===== config.mk =====
export PLATFORM = sky130hd
export DESIGN_NAME = stall_ctrl_flat
export DESIGN_NICKNAME = d
export VERILOG_FILES = /design/src/rtl/stall_ctrl_pkg.sv /design/src/rtl/stall_ctrl_if.sv /design/src/rtl/stall_ctrl_md_busy_cnt.sv /design/src/rtl/stall_ctrl.sv /design/src/flat_wrapper.sv
export SDC_FILE = /design/constraint.sdc
export NUM_CORES = 1
export LEC_CHECK = 0
export CORE_MARGIN = 4
export CORE_UTILIZATION = 50
export DETAILED_ROUTE_END_ITERATION = 10
export PLACE_DENSITY = 0.82
export SLEW_MARGIN = 20
export SYNTH_ARGS = -nofsm -noshare
export SYNTH_HDL_FRONTEND = slang
export SYNTH_HIERARCHICAL = 1
export SYNTH_SLANG_ARGS = --single-unit

===== constraint.sdc =====
create_clock -name CLK -period 6 [get_ports CLK]
set_clock_uncertainty 0.15 [all_clocks]
set_input_delay 1.5 -clock CLK [delete_from_list [all_inputs] [get_ports CLK]]
set_output_delay 1.5 -clock CLK [all_outputs]
set_load 0.005 [all_outputs]

===== src/rtl/stall_ctrl_pkg.sv =====
// Shared encodings and defaults for the pipeline hazard/stall controller.
// Tuse/Tnew share one 2-bit encoding space so a plain compare decides a hazard.
package stall_ctrl_pkg;

  localparam logic [1:0] TUSE_BRANCH = 2'd0;
  localparam logic [1:0] TUSE_ALU    = 2'd1;
  localparam logic [1:0] TUSE_STORE  = 2'd2;
  localparam logic [1:0] TUSE_NONE   = 2'd3;

  localparam logic [1:0] TNEW_LINK = 2'd0;
  localparam logic [1:0] TNEW_ALU  = 2'd1;
  localparam logic [1:0] TNEW_LOAD = 2'd2;

  localparam int unsigned MULT_CYCLES_DEF = 5;
  localparam int unsigned DIV_CYCLES_DEF  = 10;

  localparam logic [4:0] REG_ZERO = 5'd0;

  // A source stalls when an in-flight producer of the same register will not have
  // its result ready by the time the consumer needs it.
  function automatic logic reg_hazard(input logic [4:0] src, input logic [1:0] tuse,
                                      input logic [4:0] a3_e, input logic [1:0] tnew_e,
                                      input logic [4:0] a3_m, input logic [1:0] tnew_m);
    return (src != REG_ZERO) &&
           (((a3_e == src) && (tuse < tnew_e)) || ((a3_m == src) && (tuse < tnew_m)));
  endfunction

endpackage


===== src/rtl/stall_ctrl_if.sv =====
// D-stage hazard information from the pipeline and stall controls back to it.
interface stall_ctrl_if;
  logic [4:0] RS_D;
  logic [4:0] RT_D;
  logic [1:0] TuseRS_D;
  logic [1:0] TuseRT_D;
  logic [4:0] A3_D;
  logic [1:0] TnewE_D;
  logic       MDStart_D;
  logic       MDIsDiv_D;
  logic       MDUse_D;
  logic       Stall;
  logic       FlushE;
  logic       Busy;

  modport master (
    output RS_D, RT_D, TuseRS_D, TuseRT_D, A3_D, TnewE_D, MDStart_D, MDIsDiv_D, MDUse_D,
    input  Stall, FlushE, Busy
  );

  modport slave (
    input  RS_D, RT_D, TuseRS_D, TuseRT_D, A3_D, TnewE_D, MDStart_D, MDIsDiv_D, MDUse_D,
    output Stall, FlushE, Busy
  );
endinterface


===== src/rtl/stall_ctrl_md_busy_cnt.sv =====
// Busy-window counter for the multi-cycle mult/div unit.
// Busy covers the E cycle of the mult/div plus the loaded count.
module stall_ctrl_md_busy_cnt
  import stall_ctrl_pkg::*;
#(
  parameter int unsigned MULT_CYCLES = MULT_CYCLES_DEF,
  parameter int unsigned DIV_CYCLES  = DIV_CYCLES_DEF,
  parameter int unsigned CNT_W       = 4
) (
  input  logic clk,
  input  logic rst,
  input  logic md_start,
  input  logic md_is_div,
  output logic busy
);

  logic [CNT_W-1:0] cnt_q;
  logic [CNT_W-1:0] cnt_d;

  always_comb begin
    cnt_d = cnt_q;
    if (md_start) begin
      cnt_d = md_is_div ? CNT_W'(DIV_CYCLES) : CNT_W'(MULT_CYCLES);
    end else if (cnt_q != '0) begin
      cnt_d = cnt_q - CNT_W'(1);
    end
  end

  always_ff @(posedge clk or posedge rst) begin
    if (rst) begin
      cnt_q <= '0;
    end else begin
      cnt_q <= cnt_d;
    end
  end

  assign busy = md_start || (cnt_q != '0);

endmodule


===== src/rtl/stall_ctrl.sv =====
// Hazard/stall controller for the 5-stage pipeline: shadows E/M destination and Tnew,
// stalls D on unresolved data hazards and on HI/LO use while mult/div is busy.
module stall_ctrl
  import stall_ctrl_pkg::*;
#(
  parameter int unsigned MULT_CYCLES = MULT_CYCLES_DEF,
  parameter int unsigned DIV_CYCLES  = DIV_CYCLES_DEF,
  parameter int unsigned CNT_W       = 4
) (
  input logic        CLK,
  input logic        Reset,
  stall_ctrl_if.slave hz
);

  logic [4:0] a3_e_q, a3_e_d;
  logic [1:0] tnew_e_q, tnew_e_d;
  logic       md_start_e_q, md_start_e_d;
  logic       md_is_div_e_q, md_is_div_e_d;
  logic [4:0] a3_m_q, a3_m_d;
  logic [1:0] tnew_m_q, tnew_m_d;

  logic haz_rs, haz_rt, haz_md, busy, stall;

  stall_ctrl_md_busy_cnt #(
    .MULT_CYCLES (MULT_CYCLES),
    .DIV_CYCLES  (DIV_CYCLES),
    .CNT_W       (CNT_W)
  ) u_md_cnt (
    .clk       (CLK),
    .rst       (Reset),
    .md_start  (md_start_e_q),
    .md_is_div (md_is_div_e_q),
    .busy      (busy)
  );

  always_comb begin
    haz_rs = reg_hazard(hz.RS_D, hz.TuseRS_D, a3_e_q, tnew_e_q, a3_m_q, tnew_m_q);
    haz_rt = reg_hazard(hz.RT_D, hz.TuseRT_D, a3_e_q, tnew_e_q, a3_m_q, tnew_m_q);
    haz_md = hz.MDUse_D && busy;
    stall  = haz_rs || haz_rt || haz_md;
  end

  assign hz.Stall  = stall;
  assign hz.FlushE = stall;
  assign hz.Busy   = busy;

  // A stall bubbles E; MDIsDivE is only meaningful alongside MDStartE so it is left alone.
  always_comb begin
    a3_e_d        = hz.A3_D;
    tnew_e_d      = hz.TnewE_D;
    md_start_e_d  = hz.MDStart_D;
    md_is_div_e_d = hz.MDIsDiv_D;
    if (stall) begin
      a3_e_d        = REG_ZERO;
      tnew_e_d      = TNEW_LINK;
      md_start_e_d  = 1'b0;
      md_is_div_e_d = md_is_div_e_q;
    end
    a3_m_d   = a3_e_q;
    tnew_m_d = (tnew_e_q == TNEW_LINK) ? TNEW_LINK : tnew_e_q - 2'd1;
  end

  always_ff @(posedge CLK or posedge Reset) begin
    if (Reset) begin
      a3_e_q        <= '0;
      tnew_e_q      <= '0;
      md_start_e_q  <= 1'b0;
      md_is_div_e_q <= 1'b0;
      a3_m_q        <= '0;
      tnew_m_q      <= '0;
    end else begin
      a3_e_q        <= a3_e_d;
      tnew_e_q      <= tnew_e_d;
      md_start_e_q  <= md_start_e_d;
      md_is_div_e_q <= md_is_div_e_d;
      a3_m_q        <= a3_m_d;
      tnew_m_q      <= tnew_m_d;
    end
  end

endmodule


===== src/flat_wrapper.sv =====
// flat-port wrapper written by rule: the top's interface ports become plain ports
module stall_ctrl_flat import stall_ctrl_pkg::*;
#(
  parameter int unsigned MULT_CYCLES = MULT_CYCLES_DEF,
  parameter int unsigned DIV_CYCLES  = DIV_CYCLES_DEF,
  parameter int unsigned CNT_W       = 4
)
  (CLK, Reset, hz_RS_D, hz_RT_D, hz_TuseRS_D, hz_TuseRT_D, hz_A3_D, hz_TnewE_D, hz_MDStart_D, hz_MDIsDiv_D, hz_MDUse_D, hz_Stall, hz_FlushE, hz_Busy);
  stall_ctrl_if hz_i ();
  input logic CLK;
  input logic Reset;
  input wire logic [$bits(hz_i.RS_D)-1:0] hz_RS_D;
  input wire logic [$bits(hz_i.RT_D)-1:0] hz_RT_D;
  input wire logic [$bits(hz_i.TuseRS_D)-1:0] hz_TuseRS_D;
  input wire logic [$bits(hz_i.TuseRT_D)-1:0] hz_TuseRT_D;
  input wire logic [$bits(hz_i.A3_D)-1:0] hz_A3_D;
  input wire logic [$bits(hz_i.TnewE_D)-1:0] hz_TnewE_D;
  input wire logic [$bits(hz_i.MDStart_D)-1:0] hz_MDStart_D;
  input wire logic [$bits(hz_i.MDIsDiv_D)-1:0] hz_MDIsDiv_D;
  input wire logic [$bits(hz_i.MDUse_D)-1:0] hz_MDUse_D;
  output wire logic [$bits(hz_i.Stall)-1:0] hz_Stall;
  output wire logic [$bits(hz_i.FlushE)-1:0] hz_FlushE;
  output wire logic [$bits(hz_i.Busy)-1:0] hz_Busy;
  assign hz_i.RS_D = hz_RS_D;
  assign hz_i.RT_D = hz_RT_D;
  assign hz_i.TuseRS_D = hz_TuseRS_D;
  assign hz_i.TuseRT_D = hz_TuseRT_D;
  assign hz_i.A3_D = hz_A3_D;
  assign hz_i.TnewE_D = hz_TnewE_D;
  assign hz_i.MDStart_D = hz_MDStart_D;
  assign hz_i.MDIsDiv_D = hz_MDIsDiv_D;
  assign hz_i.MDUse_D = hz_MDUse_D;
  assign hz_Stall = hz_i.Stall;
  assign hz_FlushE = hz_i.FlushE;
  assign hz_Busy = hz_i.Busy;
  stall_ctrl #(.MULT_CYCLES(MULT_CYCLES), .DIV_CYCLES(DIV_CYCLES), .CNT_W(CNT_W)) u_core (.CLK(CLK), .Reset(Reset), .hz(hz_i));
endmodule

==> flow_summary_export.csv <==
group,metric,value,unit
pwr,seqPwrFrac,46.8,%
synth,synth_async_sr_flop_share,100,%
synth,yosysWarnings,6,
global_route,grt_pass1_wl,3.59,mm
cells_and_area,area_delta_synth_final,29.9,%
clock_network,cts_setup_buffers,0,
synth,synth_ff_type,"dfrtp_1",
synth,syn_area,1110,um^2
die,start_util,54.4,%
clock_network,cts_num_sinks,20,
routing,wl_per_cell,13.8,um
routing,drtPass1Iterations,4,
setup_path,worst-path-max-fanout,10,
pwr,power_leakage,0.636,nW
clock_network,cts_buffer_depth,2,
die,pin_count,29,
min_path,holdPathStages,1,
cells_and_area,final_cell_count_no_fill,158,
routing,wl_met1,994,um
routing,wl,2.17,mm
die,rows,16,
global_route,grt_pass1_vias,875,
routing,drtAntennaViolNets,0,
synth,yosys.area.top_type,"dfrtp_1",
routing,drc,0,
cells_and_area,drive_above_1_share,11.5,%
timing,slew_headroom,61.1,%
die,die-area,3040,um^2
die,fp.dieW,55.1,um
synth,netlist.area_leader.share,45.1,%
pwr,p_sw,120,uW
clock_network,path_clk_slew,0.11,ns
timing,timing.setup.tns,0,ns
die,die-height,55.1,um
routing,first_iter_violations,11,
routing,via_count,800,
clock_network,cts_buffers,3,
global_route,grt_max_degree,17,
setup_path,end_kind,"output port",
timing,worstMarginPinSlew,0.582,ns
setup_path,r2r_cells,5,
die,core-area,2040,um^2
pwr,combPwrFrac,34.6,%
synth,syn_inst,101,
timing,setup_violations,0,
pwr,switching_share,30.0,%
cells_and_area,diodes,0,
setup_path,critPathRequiredTime,4.35,ns
synth,synth.net_count,133,
clock_network,insertion_delay,0.29,ns
outcome,run_status,"complete, no violations",
place,io_buffers,28,
global_route,antenna_found_initial,0,
pwr,p_int,279,uW
pwr,ir_drop,0.000200,V
cells_and_area,nNetsFinal,164,
clock_network,hold_buffers,0,
routing,met2_length,1.07,mm
synth,synth-seq-cells,20,
timing,min_period,5.25,ns
setup_path,path_class,"input port to output port",
timing,whs,0.276,ns
run,maxCapViolCount,0,
cells_and_area,finish.utilization,70.6,%
routing,routed-wl-met3,100,um
place,dpl.cell_count,154,
place,hpwl,1.83,mm
synth,synthDistinctLibCells,27,
global_route,overflow,0,
pwr,pwr-share-clk,18.6,%
timing,min_period_over_period,87.6,%
clock_network,cts_tree,"yes",
synth,avgSynthCellArea,11.0,um^2
routing,vias_per_cell,5.06,
routing,dr.max_layer_used,"met4",
timing,rsz0062_at_grt,"false",
clock_network,htreeDepth,1,
min_path,hp-class,"flop to flop",
place,gp_congestion,0.833,
global_route,grtUsageTotal,16.9,%
clock_network,cts_root_buffer,"clkbuf_4",
cells_and_area,fillers,170,
timing,hold_violations,0,
synth,synth_edf_count,0,
synth,yosysSeqAreaShare,45.1,%
clock_network,cts_resized,0,
setup_path,start_kind,"input port",
synth,yosysMostFrequentCell,"dfrtp_1",
pwr,power.total,399,uW
synth,synth_commonest_cells,"dfrtp_1, xor2_1, inv_1, xnor2_1, and2_2",
setup_path,crit_arrival,3.60,ns
synth,synthTopCellsByArea,"dfrtp_1, xor2_1, xnor2_1, ha_1, and2_2",
timing,fmax,190,MHz
timing,slew_violations,0,
pwr,cellPowerDensity,277,nW/um^2
==> state kept, by name, summed over array words and instances (netlist names) <==
register               count
u_core/md_is_div_e_q       1
u_core/md_start_e_q        1
u_core/tnew_e_q            2
u_core/a3_e_q              5
u_core/tnew_m_q            2
u_core/a3_m_q              5
u_core/u_md_cnt/cnt_q      4
==> cell type report <==
cell class              count  area, um^2  area share [%]
clock buffers               4        36.3            2.52
inverters                   9        33.8            2.34
multi-input cells          70         557            38.6
flip-flops and latches     20         500            34.7
well taps                  27        33.8            2.34
repair buffers             28         280            19.4
==> power by group through the flow <==
stage / registers (mW) / logic, mW / clock network (mW)
2_1_floorplan: 0.183 / 0.0987 / 0
3_3_place_gp: 0.188 / 0.131 / 0
3_5_place_dp: 0.190 / 0.138 / 0
4_1_cts: 0.187 / 0.139 / 0.0772
5_1_grt: 0.191 / 0.156 / 0.0819
6_report: 0.187 / 0.138 / 0.0741
==> placed cells by master, fill, tap and decap left out, types with 2 or more instances in the layout <==
master and count:
clkdlybuf4s50_1 28, dfrtp_1 20, xor2_1 13, inv_1 9, xnor2_1 9, and2_2 8
ha_1 6, o21ai_0 5, nor2_1 4, nor3_1 4, nand4_1 4, clkbuf_4 3
nor4_1 2, nand2b_1 2
==> worst max-delay path, cell delays in order <==
cell and delay [ns]:
clkdlybuf4s50_1 0.46, or4_1 0.53, nor2_1 0.11, a21oi_1 0.09
a221oi_4 0.35, inv_1 0.10, clkdlybuf4s50_1 0.46
==> metrics by stage <==
stage                     instance area (um^2)  setup slack [ns]
after floorplan                           1110              1.64
after global placement                    1410             0.775
after detailed placement                  1410             0.738
after CTS                                 1440             0.725
after global routing                      1440             0.612
final                                     1440             0.747
==> logic make-up (layout without fill, tap and decap cells) <==
group                      count (synthesis)  in the layout  share of synthesized area (%)
and+or+nand+nor                           29             29                           16.3
xor gates and xnor gates                  22             22                           17.4
DFF                                       20             20                           45.1
AOI/OAI and AO/OA                         12             12                           8.34
buffers and inverters                     11             41                           4.74
adders and majority gates                  6              6                           6.76
muxes                                      1              1                           1.35
==> final timing paths <==
| kind | slack (ns) | end | start |
|---|---|---|---|
| worst min register to register | 0.28 | u_core/tnew_m_q[0] | u_core/tnew_e_q[0] |
| worst max register to register | 3.77 | u_core/md_is_div_e_q | u_core/u_md_cnt/cnt_q[0] |
| min in group asynchronous | 1.25 | u_core/u_md_cnt/cnt_q[2] | Reset |
| worst min-delay path | 0.28 | u_core/tnew_m_q[0] | u_core/tnew_e_q[0] |
| max in group asynchronous | 3.88 | u_core/a3_m_q[4] | Reset |
| worst max-delay path | 0.75 | hz_FlushE | hz_RS_D[0] |
==> routing by layer <==
metal	track usage, %	vias to the layer above
li1	-	399
met1	21.4	377
met2	28.9	22
met3	3.22	2
met4	5.26	0
met5	0	-
Power figures use the tool's default switching activity.
